<file path="src/rtl/project.sv">
// Multicycle control unit for a 4-bit-opcode MIPS-style CPU with a hardware stack.
// This is a Moore machine. Every datapath control is a function of the current state only.
// The controls are registered alongside the state: each edge loads the decode of the state
// that cs is about to take, so each output still matches cs exactly.
module project (
  output logic [4:0] cs,
  output logic [4:0] ns,
  output logic       MemRead,
  output logic       MemWrite,
  output logic       AluSrcA,
  output logic [1:0] AluSrcB,
  output logic       AluSrcC,
  output logic [1:0] AluOp,
  output logic       IorD,
  output logic       IRWrite,
  output logic [1:0] PCSrc,
  output logic       PCWrite,
  output logic       SPWrite,
  output logic       PCMUX,
  output logic       PCWriteCond,
  output logic       RegSrc,
  output logic       RegWrite,
  output logic       MemToReg,
  output logic       RegDst,
  input  logic [3:0] opcode,
  input  logic [3:0] func,
  input  logic       clk,
  input  logic       rst
);

  typedef enum logic [4:0] {
    S_FETCH   = 5'd0,  S_DECODE  = 5'd1,  S_MEMADR  = 5'd2,  S_MEMRD   = 5'd3,
    S_LWWB    = 5'd4,  S_MEMWR   = 5'd5,  S_REXE    = 5'd6,  S_RWB     = 5'd7,
    S_BEQ     = 5'd8,  S_JUMP    = 5'd9,  S_ADDIEXE = 5'd10, S_ADDIWB  = 5'd11,
    S_PUSHSP  = 5'd12, S_PUSHWR  = 5'd13, S_POPADR  = 5'd14, S_POPRD   = 5'd15,
    S_POPWB   = 5'd16, S_RETADR  = 5'd17, S_RETRD   = 5'd18, S_JAL     = 5'd19,
    S_JR      = 5'd20
  } state_t;

  typedef struct packed {
    logic       mem_read;
    logic       mem_write;
    logic       alu_src_a;
    logic [1:0] alu_src_b;
    logic       alu_src_c;
    logic [1:0] alu_op;
    logic       iord;
    logic       ir_write;
    logic [1:0] pc_src;
    logic       pc_write;
    logic       sp_write;
    logic       pc_mux;
    logic       pc_write_cond;
    logic       reg_src;
    logic       reg_write;
    logic       mem_to_reg;
    logic       reg_dst;
  } ctrl_t;

  state_t r_cs;
  state_t w_ns;
  ctrl_t  r_ctrl;

  // Control decode for one state. Any state not listed drives every control low.
  function automatic ctrl_t decode_ctrl(input state_t s);
    ctrl_t c;
    c = '0;
    case (s)
      S_FETCH:   begin c.mem_read = 1'b1; c.ir_write = 1'b1; c.pc_write = 1'b1; c.alu_src_b = 2'b01; end
      S_DECODE:  begin c.alu_src_b = 2'b11; end
      S_MEMADR:  begin c.alu_src_a = 1'b1; c.alu_src_b = 2'b10; end
      S_MEMRD:   begin c.mem_read = 1'b1; c.iord = 1'b1; end
      S_LWWB:    begin c.reg_write = 1'b1; c.mem_to_reg = 1'b1; end
      S_MEMWR:   begin c.mem_write = 1'b1; c.iord = 1'b1; end
      S_REXE:    begin c.alu_src_a = 1'b1; c.alu_op = 2'b10; end
      S_RWB:     begin c.reg_write = 1'b1; c.reg_dst = 1'b1; end
      S_BEQ:     begin c.alu_src_a = 1'b1; c.alu_op = 2'b01; c.pc_write_cond = 1'b1; c.pc_src = 2'b01; end
      S_JUMP:    begin c.pc_write = 1'b1; c.pc_src = 2'b10; end
      S_ADDIEXE: begin c.alu_src_a = 1'b1; c.alu_src_b = 2'b10; end
      S_ADDIWB:  begin c.reg_write = 1'b1; end
      S_PUSHSP:  begin c.alu_src_a = 1'b1; c.alu_src_c = 1'b1; c.alu_src_b = 2'b01;
                       c.alu_op = 2'b01; c.sp_write = 1'b1; end
      S_PUSHWR:  begin c.mem_write = 1'b1; c.iord = 1'b1; end
      S_POPADR:  begin c.alu_src_a = 1'b1; c.alu_src_c = 1'b1; c.alu_op = 2'b11; end
      S_POPRD:   begin c.mem_read = 1'b1; c.iord = 1'b1; c.alu_src_a = 1'b1; c.alu_src_c = 1'b1;
                       c.alu_src_b = 2'b01; c.sp_write = 1'b1; end
      S_POPWB:   begin c.reg_write = 1'b1; c.mem_to_reg = 1'b1; end
      S_RETADR:  begin c.alu_src_a = 1'b1; c.alu_src_c = 1'b1; c.alu_op = 2'b11; end
      S_RETRD:   begin c.mem_read = 1'b1; c.iord = 1'b1; c.pc_write = 1'b1; c.pc_mux = 1'b1;
                       c.alu_src_a = 1'b1; c.alu_src_c = 1'b1; c.alu_src_b = 2'b01; c.sp_write = 1'b1; end
      S_JAL:     begin c.reg_write = 1'b1; c.reg_src = 1'b1; c.pc_write = 1'b1; c.pc_src = 2'b10; end
      S_JR:      begin c.alu_src_a = 1'b1; c.alu_op = 2'b11; c.pc_write = 1'b1; end
      default:   begin c = '0; end
    endcase
    return c;
  endfunction

  // Next-state logic. opcode and func are consulted only in DECODE and MEMADR.
  always_comb begin
    w_ns = S_FETCH;
    case (r_cs)
      S_FETCH:   w_ns = S_DECODE;
      S_DECODE: begin
        case (opcode)
          4'b0000: w_ns = (func == 4'b1000) ? S_JR : S_REXE;
          4'b0001: w_ns = S_ADDIEXE;
          4'b0010: w_ns = S_MEMADR;
          4'b0011: w_ns = S_MEMADR;
          4'b0100: w_ns = S_BEQ;
          4'b0101: w_ns = S_JUMP;
          4'b0110: w_ns = S_PUSHSP;
          4'b0111: w_ns = S_POPADR;
          4'b1000: w_ns = S_RETADR;
          4'b1001: w_ns = S_JAL;
          default: w_ns = S_FETCH;
        endcase
      end
      S_MEMADR: begin
        if (opcode == 4'b0010) begin
          w_ns = S_MEMRD;
        end else if (opcode == 4'b0011) begin
          w_ns = S_MEMWR;
        end else begin
          w_ns = S_FETCH;
        end
      end
      S_MEMRD:   w_ns = S_LWWB;
      S_REXE:    w_ns = S_RWB;
      S_ADDIEXE: w_ns = S_ADDIWB;
      S_PUSHSP:  w_ns = S_PUSHWR;
      S_POPADR:  w_ns = S_POPRD;
      S_POPRD:   w_ns = S_POPWB;
      S_RETADR:  w_ns = S_RETRD;
      default:   w_ns = S_FETCH;
    endcase
  end

  // State register and its matching registered controls. Reset forces FETCH at once.
  always_ff @(posedge clk) begin
    if (!rst) begin
      r_cs   <= S_FETCH;
      r_ctrl <= decode_ctrl(S_FETCH);
    end else begin
      r_cs   <= w_ns;
      r_ctrl <= decode_ctrl(w_ns);
    end
  end

  assign cs          = r_cs;
  assign ns          = w_ns;
  assign MemRead     = r_ctrl.mem_read;
  assign MemWrite    = r_ctrl.mem_write;
  assign AluSrcA     = r_ctrl.alu_src_a;
  assign AluSrcB     = r_ctrl.alu_src_b;
  assign AluSrcC     = r_ctrl.alu_src_c;
  assign AluOp       = r_ctrl.alu_op;
  assign IorD        = r_ctrl.iord;
  assign IRWrite     = r_ctrl.ir_write;
  assign PCSrc       = r_ctrl.pc_src;
  assign PCWrite     = r_ctrl.pc_write;
  assign SPWrite     = r_ctrl.sp_write;
  assign PCMUX       = r_ctrl.pc_mux;
  assign PCWriteCond = r_ctrl.pc_write_cond;
  assign RegSrc      = r_ctrl.reg_src;
  assign RegWrite    = r_ctrl.reg_write;
  assign MemToReg    = r_ctrl.mem_to_reg;
  assign RegDst      = r_ctrl.reg_dst;

endmodule

</file>
<file path="config.mk">
export PLATFORM = sky130hd
export DESIGN_NAME = project
export DESIGN_NICKNAME = d
export VERILOG_FILES = /design/src/rtl/project.sv
export SDC_FILE = /design/constraint.sdc
export NUM_CORES = 1
export LEC_CHECK = 0
export BUFFER_PORTS_ARGS = -buffer_cell sky130_fd_sc_hd__buf_2
export CAP_MARGIN = 10
export CORE_MARGIN = 5
export CORE_UTILIZATION = 35
export DETAILED_ROUTE_END_ITERATION = 8
export GPL_TIMING_DRIVEN = 1
export SETUP_SLACK_MARGIN = 0.1
export SYNTH_ARGS = -nofsm -noshare
export SYNTH_HDL_FRONTEND = slang
export SYNTH_SLANG_ARGS = --single-unit
</file>
<file path="constraint.sdc">
create_clock -name clk -period 1.85 [get_ports clk]
set_input_delay 0.185 -clock clk [delete_from_list [all_inputs] [get_ports clk]]
set_output_delay 0.185 -clock clk [all_outputs]
set_load 0.02 [all_outputs]
</file>
**Word-level counts from Yosys, hierarchy flattened**

Cells that the tools add are included.

- Memories: 0
- Memory bits (read-only): 0
- Memory bits (writable): 0
- Bits of input ports: 10
- Bits in registers: 25
- Output and inout port bits: 30
- Word-level logic and storage cells: 97
- Latch bits: 0

- Div/mod/pow operators: 0
- Add/sub/neg operators: 0
- Shift-type cells: 0
- Eq/ne operators: 39
- Bitwise gates (word level): 0
- Multiply operators: 0
- Reductions and logical operators: 18
- $lt $le $gt $ge: 0
- Multiplexer cells: 22

Operators with widths:

| cell | count |
|---|---|
| == test 5 x 4 -> 1 bit (second input constant) | 12 |
| one-hot mux 5 bit (10 select lines) | 1 |
| one-hot mux 5 bit (9 select lines) | 1 |
| == test 5 bit (second input constant) | 6 |
| == test 5 x 3 -> 1 bit (second input constant) | 5 |
| == test 5 x 2 -> 1 bit (second input constant) | 4 |
| OR reduction 5 bit | 4 |
| == test 4 x 3 -> 1 bit (second input constant) | 4 |
| two-way mux 1 bit | 14 |
| == test 4 bit (second input constant) | 3 |
| one-hot mux 2 bit (3 select lines) | 2 |
| OR reduction 2 bit | 6 |
| == test 5 x 1 -> 1 bit (second input constant) | 2 |
| zero test 5 bit | 2 |
| OR reduction 10 bit | 1 |
| == test 4 x 2 -> 1 bit (second input constant) | 2 |
| OR reduction 4 bit | 2 |
| two-way mux 3 bit | 2 |
| OR reduction 3 bit | 2 |
| two-way mux 5 bit | 1 |
| == test 4 x 1 -> 1 bit (second input constant) | 1 |
| zero test 4 bit | 1 |
| one-hot mux 2 bit (2 select lines) | 1 |

**Logic depth before layout (Yosys ltp)**

- Word-level depth: 7
- Gate-level depth with buffers: 8

**Worst setup path before layout**

Ideal clock, no wire load.

- Path type: register to register
- Start: register r_cs[2], in the netlist cs[2]
- End: register r_ctrl, in the netlist AluSrcB[1]
- Arrival: 2057 ps
- Cell stages (with the launch flop): 8
- Buffers on the path: 2
- Data required time: 1779 ps
- Setup time: 71 ps
- Setup slack: -278 ps
- Cell sequence: dfxtp_1 > buf_4 > or3b_1 > o211ai_1 > o211ai_1 > buf_2 > or4_1 > a21oi_1

- Word-level cells in the longest chain between the ends: 5
- Elaborated cells between the ends (all ways): 21
- Those cells by class: 15 x eq/ne; 2 x mux; 4 x reduce/logical

Ends and longest elaborated chain:

| element | RTL line | source |
|---|---|---|
| from (decl) | 60 | `state_t r_cs;` |
| from (signal assigned) | 144 | `r_cs <= w_ns;` |
| == test 5 bit (tied with other cells) | 101 | `case (r_cs)` |
| one-hot mux 5 bit (10 select lines) (*) | 101 |  |
| named net ns[0] | 7 | `output logic [4:0] ns,` |
| == test 5 bit (tied with other cells) | 68 | `case (s)` |
| OR reduction 4 bit (no source line) or OR reduction 2 bit (tied branches) | -- |  |
| one-hot mux 2 bit (3 select lines) (*) | 68 |  |
| to (signal assigned) | 142 | `r_ctrl <= decode_ctrl(S_FETCH);` |
| to (signal assigned) | 145 | `r_ctrl <= decode_ctrl(w_ns);` |
| to (decl) | 62 | `ctrl_t r_ctrl;` |

Mark *: on every way through the listed nets, which the timed path passes. The rest lies on a longest branch.
A chain may end at the register's enable or synchronous reset.

**Worst setup path after layout**

- Start: register r_cs[2], in the netlist cs[2]
- End: output ns[0]

- Word-level cells in the longest chain between the ends: 2
- Elaborated cells between the ends (all ways): 11
- Those cells by class: 9 x eq/ne; 1 x mux; 1 x reduce/logical

Ends and longest elaborated chain:

| element | RTL line |
|---|---|
| == test 5 bit (tied with other cells) | 101 |
| one-hot mux 5 bit (10 select lines) (*) | 101 |
| to (decl) | 7 |

Every way passes the cells marked *; elsewhere a longest branch is shown, timed or not.

==> impl_metrics.tcl <==
set metrics [dict create \
    routabilityCongestion 0.897 \
    h-tree-depth 1 \
    critPathArrivalTime_ns 1.86 \
    clk_pin_slew_ns 0.14 \
    endpoint_kind "output pin" \
    syn_nets 151 \
    slowest_stage "dfxtp_4" \
    first_pass_iters 5 \
    worst_slack_ns -0.198 \
    final_cell_mix "buf_4 (44), buf_2 (34), buf_6 (24), dfxtp_1 (19), nor2_1 (11)" \
    dieArea_um2 4740 \
    groute.usage.overall_pct 20.8 \
    worst_pin_slew_ns 0.440 \
    syn2layout_area_growth_pct 90.2 \
    root_buffer "clkbuf_4" \
    synth_ff_type "dfxtp_1" \
    die_h_um 68.8 \
    dp_hpwl_um 2830 \
    violations "setup timing" \
    cts.sinks 24 \
    p_per_area_nw_per_um2 803 \
    drv_slew 0 \
    path_cells "or3b_1 -> o211ai_1 -> o211ai_1 -> buf_4 -> buf_6 -> buf_6" \
    cp.required_ns 1.66 \
    synth_cell_type_count 52 \
    syn-cell-area_um2 1210 \
    min_from "rst" \
    synth_warnings 0 \
    core_um2 3340 \
    dp.cells 244 \
    hold_violations 0 \
    wl_per_cell_um 17.5 \
    drive_gt1_share_pct 66.8 \
    fin_nets 246 \
    peakVddDrop_mv 0.623 \
    overflow 0 \
    clockBufferDepth 2 \
    numCtsBuffers 3 \
    startpoint "cs[2]" \
    cts_hold_buf 0 \
    period_needed_ns 2.05 \
    clkLatencyLatePin_ns 0.32 \
    cap_violations 0 \
    drtIter0Drc 70 \
    nFillCells 258 \
    io_buffers 39 \
    final_antenna_net_count 0 \
    slew_headroom_pct 70.7 \
    stdcell_count 281 \
    mostFrequentLayoutCell "buf_4" \
    r2r_start "cs[2]" \
    initial_core_util_pct 36.3 \
    avgViaCountPerCell 5.22 \
    row_count 21 \
    crit_type "flip-flop to output pin" \
    avgSynthCellArea_um2 8.59 \
    drc 0 \
    rsz0062_at_grt "yes" \
    period_share_pct 111 \
    synth_seq_cells 24 \
    async_flop_share_pct 0 \
    synth_edf_count 0 \
    grt_max_degree 15 \
    antenna_found_initial 0 \
    die_width_um 68.8 \
    num_vias 1468 \
    setup_viol 20 \
    leakage_nw 1.09 \
    synthCells 141 \
    tns_ns -1.96 \
    worst_clock_skew_ns 0.0161 \
    synth_seq_area_share_pct 39.7 \
    diodes 0 \
    grt_pass1_vias 1535 \
    hold_path.class "input pin to flip-flop" \
    fmax_mhz 488 \
    cts_tree "done" \
    status "complete, but fails checks" \
    grt_pass1_wl_um 7240 \
    cp_max_fo 6 \
    ios 40 \
    finalPower_mw 1.85 \
    crit_path_max_incr_delay_ns 0.43 \
    wl_um 4910 \
    critPathLaunchType "flip-flop" \
]
-- final timing paths --
kind	endpoint	cells after the start	slack [ns]
worst max-delay path	ns[0]	6	-0.20
worst min-delay path	AluSrcA	2	0.18
worst max register to register	RegWrite	7	-0.19
worst min register to register	PCMUX	3	0.73
-- metal layers --
layer	vias up	GRT usage, %	wire length [um]
met5	-	0	0
met4	0	11.4	166
met3	17	2.76	208
met2	48	37.9	2680
met1	717	22.9	1850
li1	686	-	-
-- logic make-up (layout without fill, tap and decap cells) --
logic type | after synthesis | after routing | share of synthesized area, %
and+or+nand+nor | 59 | 59 | 26.9
AOI/OAI and AO/OA | 30 | 30 | 20.7
DFF | 24 | 24 | 39.7
muxes | 3 | 3 | 2.48
buffers and inverters | 23 | 117 | 8.88
xor gates and xnor gates | 2 | 2 | 1.45
-- state kept, by name (all words and copies together) (netlist names), 2 cells and up --
signal   count
PCSrc        2
cs           5
AluOp        2
AluSrcB      2
-- power breakdown --
part           leakage [nW]  internal, mW  switching, mW
logic                 0.859         0.447          0.440
registers             0.199         0.560         0.0288
clock network        0.0279         0.219          0.156
-- critical path: cells and delay by family, from the launching register on --
family	cells	cell delay [ns]
buf+inv	3	0.43
simple gates	1	0.37
flops	1	0.43
compound gates	2	0.31
-- cells in the mapped netlist (2+ instances only) --
cell | count | share of area, %
a21oi_1 | 7 | 2.9
and3_1 | 2 | 1.0
buf_2 | 2 | 0.83
buf_4 | 3 | 1.9
clkbuf_1 | 8 | 2.5
dfxtp_1 | 24 | 40
inv_1 | 7 | 2.2
inv_2 | 2 | 0.62
mux2i_1 | 3 | 2.5
nand2_1 | 11 | 3.4
nand3_1 | 4 | 1.7
nand4_1 | 2 | 1.0
nor2_1 | 14 | 4.3
nor2b_1 | 3 | 1.5
nor3_1 | 6 | 2.5
nor3b_1 | 2 | 1.2
o211ai_1 | 2 | 1.2
o21a_1 | 3 | 1.9
o32a_1 | 2 | 1.7
xnor2_1 | 2 | 1.4
-- metrics by stage --
stage	setup WS, ns	cell area, um^2	hold WS, ns	util [%]
finish	-0.198	2300	0.183	69.0
global route	-0.248	2300	0.168	69.0
CTS	-0.167	2120	0.166	63.5
detailed placement	-0.238	1670	0.506	50.0
global placement	-0.224	1670	0.503	50.0
floorplan	-0.0804	1270	0.501	-
-- area by class of cell --
| type | instances | area, um^2 | share of cell area [%] |
|---|---|---|---|
| inverter | 9 | 41.3 | 1.79 |
| clock inverter | 1 | 30.0 | 1.30 |
| tap | 46 | 57.6 | 2.50 |
| timing repair buffer | 104 | 811 | 35.2 |
| multi-input combinational | 94 | 842 | 36.6 |
| clock buffer | 3 | 22.5 | 0.978 |
| sequential | 24 | 499 | 21.7 |
-- timing repair --
action | CTS | global route
pin swaps | 23 | 18
resized for setup | 57 | 23
setup buffers | 23 | 11
endpoints found under the setup margin | 24 | 23
Note: power is estimated with default switching activity, not from simulation.
